File: src/rtl/clk_div_pkg.sv
// ---------------------------------------------------------------------------
// clk_div_pkg
// Shared definitions for the multi-channel programmable clock divider:
// channel state encoding, default divisor values and a helper that sizes
// the channel-select field.
// ---------------------------------------------------------------------------
package clk_div_pkg;

  // Per-channel control state
  typedef enum logic [1:0] {
    ST_STOP = 2'd0,
    ST_RUN  = 2'd1,
    ST_STEP = 2'd2
  } ch_state_e;

  // Reset half-period minus 1: 50 MHz -> 500 Hz output in silicon
  localparam int unsigned DEF_DIV_SYN = 32'd49_999;
  // Short default for simulation builds
  localparam int unsigned DEF_DIV_SIM = 32'd25;

  // Width of a field able to address n channels (at least one bit)
  function automatic int unsigned ch_width(input int unsigned n);
    return (n > 32'd1) ? $clog2(n) : 32'd1;
  endfunction

endpackage

File: src/rtl/clk_div_chan.sv
// ---------------------------------------------------------------------------
// clk_div_chan
// One divider channel: run/stop/single-step FSM, half-period counter,
// shadow and active divisor registers, registered clock/tick outputs.
// Ports:
//   clk      in   system clock
//   rst      in   synchronous active-high reset
//   wr_en    in   load wdata into the shadow divisor
//   wdata    in   new half-period minus 1
//   run      in   free-run level
//   step     in   single-step request (1-cycle pulse)
//   clk_out  out  divided clock (registered)
//   tick     out  1-cycle pulse on the edge clk_out rises (registered)
//   active   out  channel is not stopped (registered)
// ---------------------------------------------------------------------------
module clk_div_chan
  import clk_div_pkg::*;
#(
  parameter int unsigned CNT_W   = 32,
  parameter int unsigned DEF_DIV = DEF_DIV_SYN
) (
  input  logic             clk,
  input  logic             rst,
  input  logic             wr_en,
  input  logic [CNT_W-1:0] wdata,
  input  logic             run,
  input  logic             step,
  output logic             clk_out,
  output logic             tick,
  output logic             active
);

  localparam logic [CNT_W-1:0] DEF_DIV_C = CNT_W'(DEF_DIV);

  ch_state_e        state_r, state_s;
  logic [CNT_W-1:0] cnt_r, cnt_s;
  logic [CNT_W-1:0] div_act_r, div_act_s;
  logic [CNT_W-1:0] div_shd_r, div_shd_s;
  logic             clk_r, clk_s;
  logic             tick_r, tick_s;
  logic             active_r;
  logic             toggle_s;

  // Half-period reached: the counter never passes div_act, so >= is a safe terminal test
  assign toggle_s = (cnt_r >= div_act_r);

  // Next-state, counter and divisor logic
  always_comb begin
    state_s   = state_r;
    cnt_s     = cnt_r;
    clk_s     = clk_r;
    tick_s    = 1'b0;
    div_act_s = div_act_r;
    // A write landing on a toggle edge is seen by the following toggle
    if (wr_en) begin
      div_shd_s = wdata;
    end else begin
      div_shd_s = div_shd_r;
    end
    case (state_r)
      ST_STOP: begin
        cnt_s     = '0;
        clk_s     = 1'b0;
        div_act_s = div_shd_r;
        if (run) begin
          state_s = ST_RUN;
        end else if (step) begin
          state_s = ST_STEP;
        end else begin
          state_s = ST_STOP;
        end
      end
      ST_RUN: begin
        if (!run && !clk_r) begin
          // Stopping during the low phase is immediate; the output is already low
          state_s = ST_STOP;
          cnt_s   = '0;
        end else if (toggle_s) begin
          cnt_s     = '0;
          clk_s     = ~clk_r;
          tick_s    = ~clk_r;
          div_act_s = div_shd_r;
          // A high phase is never cut short: run=0 is honoured on the falling toggle
          if (clk_r && !run) begin
            state_s = ST_STOP;
          end else begin
            state_s = ST_RUN;
          end
        end else begin
          cnt_s = cnt_r + CNT_W'(1);
        end
      end
      ST_STEP: begin
        if (toggle_s) begin
          cnt_s     = '0;
          clk_s     = ~clk_r;
          tick_s    = ~clk_r;
          div_act_s = div_shd_r;
          // One full period done on the falling toggle; run is only looked at here
          if (clk_r) begin
            state_s = run ? ST_RUN : ST_STOP;
          end else begin
            state_s = ST_STEP;
          end
        end else begin
          cnt_s = cnt_r + CNT_W'(1);
        end
      end
      default: begin
        state_s = ST_STOP;
        cnt_s   = '0;
        clk_s   = 1'b0;
      end
    endcase
  end

  // State and output registers
  always_ff @(posedge clk) begin
    if (rst) begin
      state_r   <= ST_STOP;
      cnt_r     <= '0;
      clk_r     <= 1'b0;
      tick_r    <= 1'b0;
      active_r  <= 1'b0;
      div_act_r <= DEF_DIV_C;
      div_shd_r <= DEF_DIV_C;
    end else begin
      state_r   <= state_s;
      cnt_r     <= cnt_s;
      clk_r     <= clk_s;
      tick_r    <= tick_s;
      active_r  <= (state_s != ST_STOP);
      div_act_r <= div_act_s;
      div_shd_r <= div_shd_s;
    end
  end

  assign clk_out = clk_r;
  assign tick    = tick_r;
  assign active  = active_r;

endmodule

File: src/rtl/clk_div_multi.sv
// ---------------------------------------------------------------------------
// clk_div_multi
// N-channel programmable clock divider. Each channel produces a square
// clock and a one-cycle tick, with run/stop/single-step control and a
// runtime-loadable half-period.
// Ports:
//   clk        in   system clock
//   rst        in   synchronous active-high reset
//   div_wr     in   divisor write strobe
//   div_sel    in   channel addressed by div_wr (out-of-range ignored)
//   div_wdata  in   new half-period minus 1
//   run        in   per-channel free-run level
//   step       in   per-channel single-step pulse
//   clk_out    out  per-channel divided clock
//   tick       out  per-channel rising-edge pulse
//   active     out  per-channel not-stopped flag
// ---------------------------------------------------------------------------
module clk_div_multi
  import clk_div_pkg::*;
#(
  parameter int unsigned N_CH    = 4,
  parameter int unsigned CNT_W   = 32,
  parameter int unsigned DEF_DIV = DEF_DIV_SYN,
  localparam int unsigned CH_W   = ch_width(N_CH)
) (
  input  logic             clk,
  input  logic             rst,
  input  logic             div_wr,
  input  logic [CH_W-1:0]  div_sel,
  input  logic [CNT_W-1:0] div_wdata,
  input  logic [N_CH-1:0]  run,
  input  logic [N_CH-1:0]  step,
  output logic [N_CH-1:0]  clk_out,
  output logic [N_CH-1:0]  tick,
  output logic [N_CH-1:0]  active
);

  logic [N_CH-1:0] wr_en_s;

  for (genvar g = 0; g < N_CH; g++) begin : g_ch
    // Exact-match decode: selects at or above N_CH match no channel
    assign wr_en_s[g] = div_wr & (div_sel == CH_W'(g));

    clk_div_chan #(
      .CNT_W   (CNT_W),
      .DEF_DIV (DEF_DIV)
    ) u_chan (
      .clk     (clk),
      .rst     (rst),
      .wr_en   (wr_en_s[g]),
      .wdata   (div_wdata),
      .run     (run[g]),
      .step    (step[g]),
      .clk_out (clk_out[g]),
      .tick    (tick[g]),
      .active  (active[g])
    );
  end

endmodule
File: config.mk
export PLATFORM = sky130hd
export DESIGN_NAME = clk_div_multi
export DESIGN_NICKNAME = d
export VERILOG_FILES = /design/src/rtl/clk_div_pkg.sv /design/src/rtl/clk_div_chan.sv /design/src/rtl/clk_div_multi.sv
export SDC_FILE = /design/constraint.sdc
export NUM_CORES = 1
export LEC_CHECK = 0
export CAP_MARGIN = 15
export CELL_PAD_IN_SITES_DETAIL_PLACEMENT = 1
export CELL_PAD_IN_SITES_GLOBAL_PLACEMENT = 1
export CORE_MARGIN = 2
export CORE_UTILIZATION = 51
export CTS_CLUSTER_DIAMETER = 200
export CTS_CLUSTER_SIZE = 24
export DETAILED_ROUTE_END_ITERATION = 10
export HOLD_SLACK_MARGIN = 0.02
export PLACE_DENSITY = 0.87
export SLEW_MARGIN = 20
export SYNTH_ARGS = -nofsm -noshare
export SYNTH_HDL_FRONTEND = slang
export SYNTH_SLANG_ARGS = --single-unit
File: constraint.sdc
create_clock -name clk -period 5.5 [get_ports clk]
set_clock_uncertainty 0.2 [all_clocks]
set_input_delay 0.55 -clock clk [delete_from_list [all_inputs] [get_ports clk]]
set_output_delay 0.55 -clock clk [all_outputs]
set_load 0.1 [all_outputs]
### After elaboration in Yosys (flattened, before gate mapping)

Index checks and enable logic that the tools add are counted.

* register bits: 404
* bits in latches: 0
* bits in writable memories: 0
* bits in read-only memories: 0
* bits of input ports: 45
* output and inout port bits: 12
* memories kept: 0

* add/subtract/negate cells: 4
* multiply operators: 0
* div/mod/pow operators: 0
* magnitude comparators: 4
* equality and inequality tests: 15
* shifts and indexed selects: 0
* mux-type cells: 84
* bitwise operators: 8
* reductions and logical operators: 33

Operators with widths (number)
* 32-bit 2-to-1 mux: 16
* 32-bit case mux with 3 select lines: 4
* 32-bit case mux with 2 select lines: 4
* 32-bit by 1-bit adder with 32-bit output, second input constant: 4
* 32-bit >= comparator: 4
* 2-bit 2-to-1 mux: 24
* 1-bit 2-to-1 mux: 24
* 2-bit case mux with 3 select lines: 4
* 1-bit case mux with 2 select lines: 8
* 2-bit == test, second input constant: 6
* 3-bit nonzero test: 4
* 2-bit by 1-bit == test with 1-bit output, second input constant: 5
* 2-bit zero test: 5
* 1-bit logical AND: 8
* 1-bit zero test: 8
* 2-bit inequality test, second input constant: 4
* 2-bit AND reduction: 4
* 2-bit nonzero test: 4
* 1-bit AND: 4
* 1-bit inverter: 4

### Logic depth before layout (Yosys ltp)

Gate-level depths: netlist of the first run.

* depth in word-level cells: 7
* gate-level depth with buffers: 12

### Modules after synthesis

Synthesis of the first run repeated with hierarchy kept, for this count alone.

* cells, all modules: 2079
* area, all modules: 18878.1 um2

Modules (own cells, without submodules)
* clk_div_chan at g_ch[0].u_chan ...: times used 3, cells an instance 517, area an instance 4700.8 um2, seq. area each 2021.9 um2
* clk_div_chan at g_ch[3].u_chan: times used 1, cells an instance 524, area an instance 4738.3 um2, seq. area each 2021.9 um2
* clk_div_multi: times used 1, cells an instance 4, area an instance 37.5 um2, seq. area each 0.0 um2

### Worst setup path before layout of the first run

OpenSTA, ideal clock, no wires.

* path kind: register to register
* from: register g_ch[1].u_chan.div_act_r[13]
* to: register g_ch[1].u_chan.div_act_r[10]
* arrival time: 2.401 ns
* data required time: 5.172 ns
* path slack: 2.771 ns
* stages on the path, launching flop included: 13
* period minus slack after synthesis: 2.729 ns
* cells stage by stage: dfxtp_1 > inv_1 > ha_1 > a21o_1 > a211o_1 > a211o_1 > a21o_1 > a21oi_4 > a211o_1 > buf_2 > buf_4 > mux2i_1 > nor2_1

* cells in the longest elaborated chain, start to end: 4

RTL lines
* from (decl): RTL line clk_div_chan.sv:37 `logic [CNT_W-1:0] div_act_r, div_act_s;`
* from (signal assigned): RTL line clk_div_chan.sv:133 `div_act_r <= div_act_s;`
* 32-bit >= comparator *: RTL line clk_div_chan.sv:45 `assign toggle_s = (cnt_r >= div_act_r);`
* 32-bit 2-to-1 mux *
* 32-bit 2-to-1 mux
* 32-bit case mux with 3 select lines *

Mark *: on every way between the ends. The rest lies on a longest branch, timed or not. The select of a mux whose other input is x is not followed.
A chain may end at the register's enable or synchronous reset.

### Worst setup path in the final report of the first run

* from: register g_ch[1].u_chan.div_act_r[23]
* to: register g_ch[1].u_chan.div_act_r[5]

Same word-level chain as after synthesis.

==> flow_summary_export.csv, run 1 <==
group,metric,value,unit
floorplanning,coreArea,36300,µm²
routing,vias_per_cell,5.70,
floorplanning,fp.dieW,196,µm
sta,slew_headroom,27.7,%
clock_tree,cts-root-buf,"clkbuf_16",
floorplanning,rows,70,
power_and_ir_drop,powerDensity,266,nW/µm²
clock_tree,clk_pin_slew_worst_paths,0.09,ns
synthesis,yosys-top-cells-count,"404 x dfxtp_1, 356 x nand2_1, 243 x nor2_1",
setup_path,end_kind,"register",
grt,grt_max_degree,93,
floorplanning,die_h,196,µm
clock_tree,postCtsHoldBufs,0,
sta,tightestPinTransition,1.08,ns
synthesis,synth_flop_cell,"dfxtp_1",
finish,diodes,0,
synthesis,synth_edf_count,0,
clock_tree,cts_tree,"yes",
power_and_ir_drop,leakage,7.93,nW
synthesis,synth_cells,2192,
sta,finalSetupViolations,0,
grt,grt_overflow,0,
sta,fmax,286,MHz
synthesis,synth.top_cell.area_share,43.2,%
sta,timing.setup.tns,0,ns
clock_tree,post-cts-setup-buffers,0,
routing,vias,15040,
synthesis,yosysWarningCount,0,
routing,first_pass_iters,5,
clock_tree,htree_levels,1,
synthesis,yosys-top-cells-area,"dfxtp_1 43%, ha_1 9.9%, nand2_1 7.1%",
finish,nets,2363,
setup_path,critical_path_class,"reg -> reg",
setup_path,path_max_fanout,41,
power_and_ir_drop,vdd_ir_drop_max,216,µV
synthesis,synth_nets,2385,
placement,gp_routability_congestion,0.807,
routing,drt-total-wl,50300,µm
routing,drt_iter0_drc,789,
sta,slew_viol_final,0,
grt,grt_pass1_vias,15765,
synthesis,avgSynthCellArea,8.54,µm²
clock_tree,postCtsResizedCells,0,
floorplanning,dieArea,38300,µm²
clock_tree,clkLatencyLatePin,0.54,ns
sta,finalCriticalPeriod,3.50,ns
placement,dp_hpwl,35600,µm
sta,final_hold_viol_count,0,
min_path,hp-class,"in -> reg",
floorplanning,ioPinCount,57,
routing,wl_per_cell,19.1,µm
setup_path,cp_data_required_time,5.69,ns
synthesis,synth-seq-cells,404,
routing,antenna_left,0,
synthesis,synth_most_common_cell,"dfxtp_1",
synthesis,async_flop_share,0,%
grt,grtUsageTotal,26.2,%
clock_tree,cts.sinks,404,
clock_tree,cts_buffers,20,
setup_path,start_kind,"register",
clock_tree,clk_path_buf_depth,3,
synthesis,netlist_area,18700,µm²
finish,layout-drive-gt1-share,2.53,%
routing,drc,0,
sta,fin_ws,2.00,ns
floorplanning,initial_core_util,51.5,%
outcome,status,"finished, final reports clean",
grt,antenna_found_initial,1,
setup_path,arrival,3.69,ns
run,maxCapViolCount,0,
synthesis,synth_top_area_cell,"dfxtp_1",
synthesis,synth_cell_types,62,
synthesis,seq_area_frac_synth,43.2,%
finish,syn_to_final_growth,6.79,%
sta,fin_crit_sh,63.7,%
sta,grt_setup_unrepaired,"no",
grt,grt_pass1_wl,81600,µm
placement,io_buffers,56,
placement,dp_slack,1.92,ns
kinds of logic (layout without fill, tap and decap cells):
group           Yosys count  in the layout  share of synthesized area, %
simple gates            839            839                          19.5
flops                   404            404                          43.2
compound gates          335            335                          11.5
buf+inv                 269            247                          6.14
fa+ha+maj               148            148                          9.89
xor+xnor                112            112                          5.24
mux                      85             85                          4.54
cells in the final DEF, fill, tap and decap left out, drive strengths merged, types with 18 or more instances in the layout:
master,netlist,final
o21ai,29,29
ha,148,148
mux2i,85,85
clkdlybuf4s50,0,55
inv,155,156
a21oi,151,151
clkbuf,74,21
and3,24,24
nor3,25,25
a21o,18,18
nand4,32,32
nand3,91,91
o211ai,31,31
xor2,68,68
xnor2,44,44
nor2,243,243
o31ai,24,24
nand2,356,356
o2111ai,25,25
dfxtp,404,404
where the power goes:
group / internal, W / switching, W
Combinational: 0.000207 / 0.000397
Sequential: 0.00301 / 0.0000418
Clock: 0.000732 / 0.000936
cell type report:
type / instances / area [µm²]
clock buffer: 21 / 526
clock inverter: 1 / 30.0
sequential: 404 / 8090
fill: 4250 / 16300
inverter: 156 / 586
multi-input combinational: 1519 / 9530
timing repair buffer: 69 / 659
tap: 468 / 586
per-layer routing:
layer	global-route usage, %	routed length (µm)	share of wire [%]
met1	33.3	22600	45
met2	47.5	24900	49
met3	2.40	1520	3.0
met4	6.98	1250	2.5
met5	0	11	0.022
flip-flops by register name, summed over array words and instances, names as in the netlist:
register               cells
g_ch.u_chan.div_shd_r    128
g_ch.u_chan.div_act_r    128
g_ch.u_chan.tick           4
g_ch.u_chan.clk_out        4
g_ch.u_chan.cnt_r        128
g_ch.u_chan.active         4
g_ch.u_chan.state_r        8
path summary, 6_finish.rpt:
check / start / to / slack, ns / cells past startpoint
worst max register to register: g_ch[1].u_chan.div_act_r[23] / g_ch[1].u_chan.div_act_r[5] / 2.00 / 10
worst min register to register: g_ch[1].u_chan.div_shd_r[22] / g_ch[1].u_chan.div_shd_r[22] / 0.26 / 2
worst max-delay path: g_ch[1].u_chan.div_act_r[23] / g_ch[1].u_chan.div_act_r[5] / 2.00 / 10
worst min-delay path: rst / g_ch[1].u_chan.div_act_r[18] / 0.20 / 2
metrics by stage:
stage	util [%]	cell area, µm²	std cells	hold WS (ns)	total power (W)
floorplan	-	18700	2192	0.236	0.00353
global placement	53.5	19400	2616	0.241	0.00368
detailed placement	53.5	19400	2616	0.248	0.00371
CTS	55.0	20000	2638	0.173	0.00536
global route	55.0	20000	2638	0.195	0.00552
finish	55.0	20000	2638	0.202	0.00532
critical path, cell delays in order, from the launching register on:
cell	delay [ns]
dfxtp_1	0.34
inv_1	0.05
ha_1	0.32
a2111oi_0	0.42
o221ai_1	0.21
o211ai_1	0.16
o211ai_1	0.17
a21oi_4	0.27
a211o_2	0.83
mux2i_1	0.31
nor2_1	0.06
No activity file was read; power rests on OpenSTA's default activity.
==> run 2, diff against run 1 <==
- CORE_UTILIZATION: 51 -> 47
- PLACE_DENSITY: 0.87 -> 0.81
- clock period: 5.5 -> 3.65 ns (I/O delays scaled with it)
==> flow_summary_export.csv, run 2 (synthesized netlist as in run 1, its figures left out) <==
group,metric,value,unit
routing,antenna_left,0,
sta,timing.setup.tns,0,ns
routing,first_pass_iters,5,
routing,drc,0,
clock_tree,clk_path_buf_depth,3,
run,maxCapViolCount,0,
power_and_ir_drop,powerDensity,398,nW/µm²
finish,largestRegisters,"g_ch.u_chan.cnt_r: 128 flops, g_ch.u_chan.div_act_r: 128 flops, g_ch.u_chan.div_shd_r: 128 flops",
routing,wl_per_cell,18.3,µm
finish,n_fill_cell,4755,
finish,syn_to_final_growth,7.79,%
floorplanning,initial_core_util,47.4,%
setup_path,crit_buf_inv,2,
min_path,hp-class,"in -> reg",
finish,mostFrequentLayoutCell,"dfxtp_1",
min_path,min_from,"step[0]",
setup_path,start_kind,"register",
grt,grt_pass1_wl,80800,µm
routing,drt-total-wl,49600,µm
clock_tree,clkLatencyLatePin,0.55,ns
placement,io_buffers,56,
clock_tree,cts.sinks,404,
setup_path,cp_common_cell,"nor2_1",
sta,slew_viol_final,0,
clock_tree,htree_levels,1,
power_and_ir_drop,leakage,8.00,nW
grt,antenna_found_initial,1,
grt,grt_overflow,0,
clock_tree,postCtsHoldBufs,1,
setup_path,r2r-start,"g_ch[3].u_chan.div_act_r[15]",
routing,vias,14968,
finish,diodes,0,
finish,final_cell_mix,"404 x dfxtp_1, 356 x nand2_1, 242 x nor2_1, 155 x inv_1, 149 x a21oi_1",
clock_tree,post-cts-setup-buffers,0,
setup_path,critPathLaunch,"g_ch[3].u_chan.div_act_r[15]",
setup_path,cp_top_family,"simple AND/OR/NAND/NOR gates",
setup_path,end_kind,"register",
finish,nets,2371,
routing,drt_iter0_drc,675,
clock_tree,cts_buffers,20,
sta,grt_setup_unrepaired,"no",
sta,finalSetupViolations,0,
routing,vias_per_cell,5.54,
grt,grtUsageTotal,24.1,%
finish,multi_input_area,9520,µm²
floorplanning,die_h,204,µm
clock_tree,cts_tree,"yes",
placement,gp_routability_congestion,0.821,
outcome,status,"finished, final reports clean",
sta,slew_headroom,33.7,%
sta,fin_crit_sh,90.1,%
sta,finalCriticalPeriod,3.29,ns
floorplanning,coreArea,39500,µm²
finish,layout-drive-gt1-share,2.71,%
floorplanning,dieArea,41500,µm²
floorplanning,rows,73,
setup_path,path_max_fanout,21,
floorplanning,ioPinCount,57,
clock_tree,clk_pin_slew_worst_paths,0.10,ns
setup_path,cp_cell_sequence,"inv_1 -> ha_1 -> nand4_1 -> nor3_1 -> o2111ai_1 -> a31oi_1 -> nor2_1 -> a21oi_4 -> buf_4 -> mux2i_1 -> nor2_1",
setup_path,arrival,3.49,ns
setup_path,critical_path_class,"reg -> reg",
setup_path,cp_data_required_time,3.85,ns
placement,dp_hpwl,35100,µm
power_and_ir_drop,vdd_ir_drop_max,306,µV
sta,fmax,304,MHz
setup_path,crit_path_max_incr_delay,0.38,ns
finish,seqCellArea,8090,µm²
grt,grt_max_degree,202,
clock_tree,postCtsResizedCells,0,
power_and_ir_drop,finalPower,0.00804,W
sta,tightestPinTransition,0.991,ns
grt,grt_pass1_vias,15410,
setup_path,cpMaxStageDelayCell,"nor3_1",
floorplanning,fp.dieW,204,µm
clock_tree,cts-root-buf,"clkbuf_16",
sta,final_hold_viol_count,0,
[run 2: power breakdown]
group          internal, W  switching [W]  leakage (nW)
combinational     0.000330       0.000599          4.45
clock              0.00110        0.00142         0.273
sequential         0.00453      0.0000631          3.28
[run 2: tightest hold or removal path: cells and delay by family]
family	cells	cell delay, ns
buf+inv	1	0.40
simple gates	1	0.11
compound gates	1	0.08
[run 2: cell type report]
cell class              instances  area share [%]
repair buffers                 77            3.89
clock buffers                  21            2.60
inverters                     156            2.90
multi-input cells            1519            47.1
well taps                     525            3.25
flip-flops and latches        404            40.1
clock inverters                 1           0.149
[run 2: layer usage]
| metal | global-route usage, % | routed length (µm) |
|---|---|---|
| met3 | 2.86 | 1690 |
| met5 | 0 | 16 |
| met4 | 6.44 | 1400 |
| met2 | 41.7 | 23700 |
| met1 | 31.6 | 22800 |
[run 2: worst paths after layout]
check                                               endpoint  slack [ns]  cells after the start
worst max-delay path            g_ch[3].u_chan.div_act_r[20]        0.36                     11
worst min register to register  g_ch[1].u_chan.div_shd_r[26]        0.26                      2
worst min-delay path               g_ch[0].u_chan.state_r[1]        0.26                      3
worst max register to register  g_ch[3].u_chan.div_act_r[20]        0.36                     11
[run 2: metrics by stage]
| stage | setup slack (ns) | utilization (%) | std cells | cell area [µm²] | hold slack, ns |
|---|---|---|---|---|---|
| 2_1_floorplan | 0.921 | - | 2192 | 18700 | 0.236 |
| 3_3_place_gp | 0.582 | 49.6 | 2680 | 19600 | 0.242 |
| 3_5_place_dp | 0.421 | 49.6 | 2680 | 19600 | 0.246 |
| 4_1_cts | 0.386 | 51.0 | 2703 | 20200 | 0.235 |
| 5_1_grt | 0.117 | 51.0 | 2703 | 20200 | 0.245 |
| 6_report | 0.360 | 51.0 | 2703 | 20200 | 0.257 |
==> variant: new RTL, flow settings as in run 2 <==
`CNT_W` is set to 32 in 2 places; all go to 48.
--- a/src/rtl/clk_div_chan.sv
+++ b/src/rtl/clk_div_chan.sv
@@ -17,5 +17,5 @@
   import clk_div_pkg::*;
 #(
-  parameter int unsigned CNT_W   = 32,
+  parameter int unsigned CNT_W   = 48,
   parameter int unsigned DEF_DIV = DEF_DIV_SYN
 ) (
--- a/src/rtl/clk_div_multi.sv
+++ b/src/rtl/clk_div_multi.sv
@@ -20,5 +20,5 @@
 #(
   parameter int unsigned N_CH    = 4,
-  parameter int unsigned CNT_W   = 32,
+  parameter int unsigned CNT_W   = 48,
   parameter int unsigned DEF_DIV = DEF_DIV_SYN,
   localparam int unsigned CH_W   = ch_width(N_CH)
Ports: changed (resized div_wdata); port bits go from 57 to 73. The function was not compared with the original's and may differ.
==> variant against run 2 <==
Count of clock-buffer cells in the layout is 8 higher. Combinational power is 49% higher. Setup slack got worse by 0.21 ns. Wire length is 61% higher. Synthesized cell count increased by 50%. Sequential cell count rose by 192. Design area increased by 49%. Total power up 46%. Area after synthesis up 49%. Hold slack worse by 0.097 ns. Critical endpoint is now g_ch[3].u_chan.div_act_r[37]$_SDFFE_PP0P_. Largest cell class unchanged.
==> variant: results (changes against run 2) <==
[status]
status = complete, no violations  ; unchanged

[clock_tree]
numCtsBuffers = 28  ; was 20
clk_latency_ns = 0.62  ; was 0.55 ns

[synth]
synth_common_cells = dfxtp_1, nand2_1, nor2_1, inv_1, a21oi_1  ; unchanged
synth.area.top_cells = dfxtp_1, ha_1, nand2_1  ; unchanged
yosysUniqueCellTypes = 67  ; was 62
synthCells = 3282  ; was 2192
ys_seq_area_share_pct = 42.71  ; was 43.19%
synth_top_area_share_pct = 42.71  ; was 43.19%

[critical_path]
crit_path_end = g_ch[3].u_chan.div_act_r[37]$_SDFFE_PP0P_  ; was g_ch[3].u_chan.div_act_r[20]$_SDFFE_PP0P_
rrSetupSlack_ns = 0.15  ; was 0.36 ns
cp_data_arrival_time_ns = 3.85  ; was 3.49 ns
cp_max_fo = 48  ; was 21
r2r_cells = 10  ; was 11
r2r-start = g_ch[3].u_chan.cnt_r[45]$_SDFF_PP0_  ; was g_ch[3].u_chan.div_act_r[15]$_SDFFE_PP1P_

[sta]
holdWs_ns = 0.1593  ; was 0.2567 ns
relSlewSlack_pct = 27.56  ; was 33.71%
period_minus_slack_ns = 3.500  ; was 3.290 ns

[placement]
placedInstanceArea_sq_um = 29210  ; was 19620 sq um
dp_hpwl_mm = 57.57  ; was 35.09 mm
io_buffer_count = 72  ; was 56
pre_cts_slack_ns = 0.1912  ; was 0.4209 ns
place_congestion = 0.8543  ; was 0.8208
post-place-cells = 3974  ; was 2680

[min_path]
hp-start = step[1]  ; was step[0]
worstHoldEndpoint = g_ch[1].u_chan.state_r[1]$_SDFF_PP0_  ; was g_ch[0].u_chan.state_r[1]$_SDFF_PP0_

[final_layout]
reg.largest.list = g_ch.u_chan.cnt_r x192, g_ch.u_chan.div_act_r x192, g_ch.u_chan.div_shd_r x192  ; was g_ch.u_chan.cnt_r x128, g_ch.u_chan.div_act_r x128, g_ch.u_chan.div_shd_r x128
nets = 3505  ; was 2371
drive_above_1_share_pct = 3.249  ; was 2.709%

[global_routing]
grt_pass1_wl_mm = 127.5  ; was 80.81 mm
grt_pass1_vias = 23724  ; was 15410
grt_max_degree = 174  ; was 202

[power]
p_leak_uw = 0.01150  ; was 0.007996 uW
ir_drop_mv = 0.3564  ; was 0.3061 mV

[route]
vias_per_cell = 5.712  ; was 5.538
drtIter0Drc = 1270  ; was 675
num_vias = 22877  ; was 14968
wl_per_cell_um = 19.97  ; was 18.33 um

-- variant: cell count changes in the layout (fill, tap and decap cells not counted), sizes merged, moves of 55 or more --
cell	delta
nand2	+210
a21oi	+67
xor2	+56
o31ai	+55
inv	+72
ha	+64
nor2	+89
dfxtp	+192
o2111ai	+55
-- variant: kinds of logic (layout without fill, tap and decap cells) --
kind of cell               after synthesis  after routing  share of synthesized area, %
buffers and inverters                  410            360                         5.966
and+or+nand+nor                       1244           1244                         19.45
xor gates and xnor gates               184            184                         5.769
DFF                                    596            596                         42.71
muxes                                  107            107                         3.861
AOI/OAI and AO/OA                      529            529                         12.74
adders and majority gates              212            212                         9.496
-- variant: what timing repair did --
item,CTS,global route
buffers inserted,0,0
resized for setup,0,0
endpoints found under the hold margin,3,0
hold buffers,1,0
-- variant: power breakdown --
| part | switching (uW) | leakage, uW | internal (uW) | total (uW) |
|---|---|---|---|---|
| Combinational | 933 | 0.00630 | 442 | 1380 |
| Clock | 2130 | 0.000372 | 1490 | 3620 |
| Sequential | 88.7 | 0.00483 | 6670 | 6750 |
-- variant: cell type report --
cell class,count,area [sq um]
sequential,596,11930
clock buffer,29,725.7
clock inverter,1,30.03
tap,773,967.2
timing repair buffer,102,1054
fill,6963,28920
multi-input combinational,2276,14420
inverter,228,860.8
-- variant: critical path: stages, from the launching register on --
cell,delay (ns)
dfxtp_1,0.37
ha_1,0.33
nand4_1,0.22
nor4_2,0.44
nand2_1,0.16
or3_1,0.46
a31oi_2,0.28
nor3_2,0.16
a21oi_4,0.19
buf_12,0.33
mux2i_1,0.26
-- variant: per-layer routing --
metal	vias to the layer above	global-route usage, %	part of all wire [%]
met5	-	0	0.018
met4	2	7.661	3.2
met3	126	3.417	4.4
met2	353	45.87	49
met1	11373	32.74	44
li1	11023	-	-
